===== config.mk =====
export PLATFORM = sky130hd
export DESIGN_NAME = al_bky_word_fetch
export DESIGN_NICKNAME = d
export VERILOG_FILES = /design/src/rtl/al_bky_word_fetch.sv
export SDC_FILE = /design/constraint.sdc
export NUM_CORES = 1
export LEC_CHECK = 0
export ABC_CLOCK_PERIOD_IN_PS = 2300
export BUFFER_PORTS_ARGS = -buffer_cell sky130_fd_sc_hd__buf_2
export CAP_MARGIN = 20
export CORE_AREA = 2 2 69 71
export DETAILED_ROUTE_END_ITERATION = 12
export DIE_AREA = 0 0 71 73
export PLACE_DENSITY = 0.87
export SLEW_MARGIN = 20
export SYNTH_ARGS = -nofsm -noshare
export SYNTH_HDL_FRONTEND = slang
export SYNTH_SLANG_ARGS = --single-unit

===== constraint.sdc =====
create_clock -name CLK40 -period 2.3 [get_ports CLK40]
set_clock_uncertainty 0.1 [all_clocks]
set_input_delay 0.23 -clock CLK40 [delete_from_list [all_inputs] [get_ports CLK40]]
set_output_delay 0.23 -clock CLK40 [all_outputs]
set_load 0.01 [all_outputs]

===== src/rtl/al_bky_word_fetch.sv =====
// Fetches NWORDS 16-bit Buckeye shift words from BPI flash and strobes each into the loader FIFO.
// Optional build macro AL_FETCH_CHKSUM_EN appends a checksum word read and compare after the data words.
module al_bky_word_fetch #(
    parameter int          NWORDS    = 18,
    parameter logic [22:0] BASE_ADDR = 23'h000000,
    parameter int          TO_CYC    = 255
) (
    input  logic        CLK40,
    input  logic        RST_N,
    input  logic        START,
    input  logic        ABORT,
    input  logic        CLR_AL_DONE,
    input  logic        FIFO_AFULL,
    output logic        BPI_RD_REQ,
    output logic [22:0] BPI_ADDR,
    input  logic        BPI_RD_ACK,
    input  logic [15:0] BPI_RD_DATA,
    output logic [15:0] BPI_AL_REG,
    output logic        CAPTURE,
    output logic        BUSY,
    output logic        DONE,
    output logic        ERR
);

    typedef enum logic [2:0] {
        IDLE, REQ, WAIT_ACK, CAPT, NEXT, DONE_ST, ERR_ST
    } state_t;

    localparam logic [5:0] LAST_IDX = 6'(NWORDS - 1);
    localparam logic [7:0] TO_LAST  = 8'(TO_CYC - 1);

    state_t      state_q;
    logic [5:0]  wordIdx_q;
    logic [7:0]  toCnt_q;
    logic        rdReq_q;
    logic [22:0] addr_q;
    logic [15:0] alReg_q;
    logic        capture_q;
    logic        done_q;
    logic        err_q;
    logic [22:0] addr_d;
    logic        busy;
`ifdef AL_FETCH_CHKSUM_EN
    logic        chkPhase_q;
    logic [15:0] sum_q;
`endif

    // Address arithmetic wraps naturally at 23 bits.
    assign addr_d = BASE_ADDR + 23'(wordIdx_q);
    assign busy   = (state_q != IDLE) && (state_q != DONE_ST) && (state_q != ERR_ST);

    always_ff @(posedge CLK40) begin
        if (!RST_N) begin
            state_q   <= IDLE;
            wordIdx_q <= '0;
            toCnt_q   <= '0;
            rdReq_q   <= 1'b0;
            addr_q    <= '0;
            alReg_q   <= '0;
            capture_q <= 1'b0;
            done_q    <= 1'b0;
            err_q     <= 1'b0;
`ifdef AL_FETCH_CHKSUM_EN
            chkPhase_q <= 1'b0;
            sum_q      <= '0;
`endif
        end else begin
            if (CLR_AL_DONE) begin
                done_q <= 1'b0;
                err_q  <= 1'b0;
            end
            // Abort beats everything, including an acknowledge arriving in the same cycle.
            if (busy && ABORT) begin
                state_q   <= IDLE;
                rdReq_q   <= 1'b0;
                capture_q <= 1'b0;
            end else begin
                case (state_q)
                    IDLE: begin
                        if (START) begin
                            state_q   <= REQ;
                            wordIdx_q <= '0;
                            toCnt_q   <= '0;
                            done_q    <= 1'b0;
                            err_q     <= 1'b0;
`ifdef AL_FETCH_CHKSUM_EN
                            chkPhase_q <= 1'b0;
                            sum_q      <= '0;
`endif
                        end
                    end
                    REQ: begin
                        if (!FIFO_AFULL) begin
                            rdReq_q <= 1'b1;
                            addr_q  <= addr_d;
                            state_q <= WAIT_ACK;
                        end
                    end
                    WAIT_ACK: begin
                        if (BPI_RD_ACK) begin
                            rdReq_q <= 1'b0;
`ifdef AL_FETCH_CHKSUM_EN
                            if (chkPhase_q) begin
                                state_q <= (BPI_RD_DATA == sum_q) ? DONE_ST : ERR_ST;
                            end else begin
                                alReg_q   <= BPI_RD_DATA;
                                capture_q <= 1'b1;
                                sum_q     <= sum_q + BPI_RD_DATA;
                                state_q   <= CAPT;
                            end
`else
                            alReg_q   <= BPI_RD_DATA;
                            capture_q <= 1'b1;
                            state_q   <= CAPT;
`endif
                        end else if (toCnt_q == TO_LAST) begin
                            rdReq_q <= 1'b0;
                            state_q <= ERR_ST;
                        end else begin
                            toCnt_q <= toCnt_q + 8'd1;
                        end
                    end
                    CAPT: begin
                        capture_q <= 1'b0;
                        state_q   <= NEXT;
                    end
                    NEXT: begin
                        toCnt_q <= '0;
                        if (wordIdx_q == LAST_IDX) begin
`ifdef AL_FETCH_CHKSUM_EN
                            chkPhase_q <= 1'b1;
                            wordIdx_q  <= wordIdx_q + 6'd1;
                            state_q    <= REQ;
`else
                            state_q <= DONE_ST;
`endif
                        end else begin
                            wordIdx_q <= wordIdx_q + 6'd1;
                            state_q   <= REQ;
                        end
                    end
                    DONE_ST: begin
                        done_q  <= 1'b1;
                        state_q <= IDLE;
                    end
                    ERR_ST: begin
                        err_q   <= 1'b1;
                        state_q <= IDLE;
                    end
                    default: state_q <= IDLE;
                endcase
            end
        end
    end

    assign BPI_RD_REQ = rdReq_q;
    assign BPI_ADDR   = addr_q;
    assign BPI_AL_REG = alReg_q;
    assign CAPTURE    = capture_q;
    assign BUSY       = busy;
    assign DONE       = done_q;
    assign ERR        = err_q;

endmodule


==> results.md <==
- Dpl cells: 344
- CTS Hold Bufs: 0
- WS Path Type: reg2reg
- Netlist cell types: 45
- FF-to-FF End: toCnt_q[3]
- RR Startpoint: state_q[2]
- First-pass GRT wire length: between 6000 and 7000 um
- Final net count: 324
- Rows: 25
- Logic pwr share: 13.7%
- LEAKAGE: 0.9828 nW
- EDFF count, synth: 0
- CTS tree: done
- Largest net degree at the start of global routing: 36
- Setup slack after placement: 0.2132 ns
- Setup TNS Final: 0 ns
- Setup violators final: 0
- Outcome: finished, final reports clean
- Routed Antenna Nets: 0
- Clk pin slew, worst setup/hold paths: 0.08 ns
- Hold Fails Final Rpt: 0
- WL/cell: 11.67 um
- H-tree Lvls: 2
- Syn avg cell area: 8.521 um^2
- Non-Filler Instances: around 350
- # clock sinks: 43
- Max VDD drop: approximately 0.00032 V
- Crit end category: register
- Final WS setup: 0.1834 ns
- Cell count after synthesis: between 200 and 250
- Synth Cell Area: 2113 um^2
- Post-CTS Resized: 0
- Initial drt markers: 80
- Post-DP HPWL: 2961 um
- Reg2reg path depth: 5
- Dpl cell area: about 2300 um^2
- Bufs on Longest Clock Path: 2
- Antenna violations before repair: 0
- DR vias/cell: 5.103
- Final core occ: between 50% and 60%
- Antenna Cells: 0
- Critical Path RT: 2.44 ns
- I/O pins: 67
- Reg2Reg Setup Slack: 0.18 ns
- Flops & latches, synth: 43
- Die Width: 71 um
- Global placer's final weighted congestion: 0.8711
- Hold EP: BPI_AL_REG[15]
- Grt ovf: 0
- Number of remaining DRC errors: 0
- Core Area: 4536 um^2
- Total wire length: between 4000 and 5000 um
- Yosys Warn Count: 0
- Switch share: 25.94%
- Async S/R FF share, synth: 0%
- Startpoint Class: register
- TritonCTS Buffers: 5
- Ys flop type: dfxtp_1
- Slew Limit Fails: 0
- Final min period: between 2 and 2.5 ns
- Vias in the first global route: roughly 1600
- Die area: a little over 5000 um^2
- Area delta synth->final: 15.22%
- Clk pwr share: 32.9%
- First-pass DRT Iterations: 4
- Port Buf Inserts: ~50
- Later-pin clock latency in the skew report: 0.29 ns
- Maximum clock frequency: 472.5 MHz
- Via count: 1791
- RSZ-0062 raised after global routing: false
- HP Class: in2reg
- Post-route cell area: 2435 um^2
- Internal: 1.078 mW
- Setup bufs post-CTS: 0
- Root buf cell: clkbuf_8
- PwrDens: about 600 nW/um^2
- Max cap viols: 0
- Max transition margin: 65.90%
- Hold Path Cell Cnt: 3
- Die height: 73 um
- Critical path arrival: between 2 and 2.5 ns
- Register area share after synthesis: 40.73%
- Tightest Pin Transition: 0.5073 ns
- Starting Density: around 47%
- Layout cell share with drive strength beyond 1: 23.23%
- Final period utilization: 92.03%
- Hold Crit Start: BPI_RD_DATA[15]
- Crit-path max FO: 10
- Total GRT Usage: between 15 and 20%
- P_sw: 0.3774 mW
- Seq pwr share: 53.4%
routing by layer:
| metal | track usage [%] | up-vias | part of all wire, % |
|---|---|---|---|
| met1 | 20.00 | 810 | 45 |
| li1 | - | 911 | - |
| met3 | 4.834 | 7 | 7.4 |
| met4 | 6.080 | 0 | 1.2 |
| met2 | 28.14 | 63 | 46 |
| met5 | 0 | - | 0 |
worst max-delay path, stage by stage, from the launching register on:
cell,delay (ns)
dfxtp_1,0.41
or3_1,0.42
o211a_2,0.18
or4b_1,0.65
nor3_2,0.20
a31o_1,0.11
registers in the layout (all words and copies together) (netlist names):
name and flops:
BPI_ADDR 6, BPI_AL_REG 16, BPI_RD_REQ 1, CAPTURE 1, DONE 1, ERR 1
state_q 3, toCnt_q 8, wordIdx_q 6
power groups by stage:
stage	clock network (mW)	logic [mW]	registers, mW
floorplan	0	0.168	0.787
CTS	0.496	0.199	0.777
global placement	0	0.194	0.793
finish	0.479	0.199	0.777
detailed placement	0	0.198	0.794
global route	0.522	0.222	0.779
Yosys cell counts, types with 2 or more instances:
master | number | area, um^2
nor2_1 | 14 | 52.55
mux2i_1 | 7 | 70.07
nand3_1 | 7 | 35.03
a21oi_1 | 3 | 15.01
a21boi_0 | 9 | 67.56
nand2_1 | 45 | 168.9
dfxtp_1 | 43 | 860.8
o21ai_0 | 4 | 20.02
a211oi_1 | 3 | 22.52
a31o_1 | 2 | 17.52
nor3_1 | 6 | 30.03
o21a_1 | 2 | 15.01
and3_1 | 2 | 12.51
clkbuf_1 | 8 | 30.03
nor2b_1 | 7 | 43.79
o21ai_1 | 4 | 20.02
ha_1 | 4 | 50.05
buf_4 | 17 | 127.6
inv_1 | 6 | 22.52
buf_2 | 3 | 15.01
a31oi_1 | 2 | 12.51
nor3b_1 | 3 | 22.52
a21boi_1 | 13 | 97.59
nand2b_1 | 5 | 31.28
xor2_1 | 2 | 17.52
o22ai_1 | 2 | 12.51
or3_1 | 3 | 18.77
nor4_1 | 2 | 12.51
nor4_2 | 2 | 25.02
xnor2_1 | 3 | 26.28
worst max path at each step:
stage,startpoint,endpoint,cells past startpoint
global placement,state_q[2],toCnt_q[4],4
finish,state_q[2],toCnt_q[3],5
global route,state_q[2],toCnt_q[3],5
floorplan,state_q[0],toCnt_q[4],6
detailed placement,state_q[2],toCnt_q[4],4
CTS,state_q[2],toCnt_q[4],4
cells in the final DEF (no fill, tap or decap), types with 2 or more instances in the layout:
cell	count
buf_2	49
nand2_1	45
dfxtp_1	43
conb_1	17
nor2_1	14
a21boi_1	13
a21boi_0	9
nand3_1	7
mux2i_1	7
nor2b_1	7
inv_1	6
nor3_1	6
clkbuf_8	6
buf_4	6
nand2b_1	5
o21ai_1	4
o21ai_0	4
ha_1	4
xnor2_1	3
or3_1	3
a211oi_1	3
a21oi_1	3
nor3b_1	3
o21a_1	2
o22ai_1	2
nor4_2	2
a31o_1	2
xor2_1	2
nor4_1	2
and3_1	2
a31oi_1	2
kinds of logic after synthesis:
group | count (synthesis) | share of synthesized area, %
AO/OA/AOI/OAI | 51 | 17.64
other | 1 | 0.1774
AND/OR/NAND/NOR | 102 | 23.92
multiplexers | 7 | 3.316
adder cells (fa/ha/maj) | 4 | 2.368
flip-flops | 43 | 40.73
buffers and inverters | 35 | 9.769
XOR/XNOR | 5 | 2.073
through the flow:
stage	hold slack (ns)	power (mW)
2_1_floorplan	0.2648	0.9542
3_3_place_gp	0.3368	0.9866
3_5_place_dp	0.3421	0.9922
4_1_cts	0.06103	1.472
5_1_grt	0.06942	1.523
6_report	0.06644	1.455
cell type report:
| class | count | area, um^2 |
|---|---|---|
| fill | 417 | 2101 |
| multi-input combinational | 186 | 1106 |
| sequential | 43 | 860.8 |
| timing repair buffer | 55 | 290.3 |
| clock buffer | 6 | 82.58 |
| tap | 54 | 67.56 |
| inverter | 6 | 22.52 |
| clock inverter | 1 | 5.005 |
Note: power is estimated with default switching activity, not from simulation.
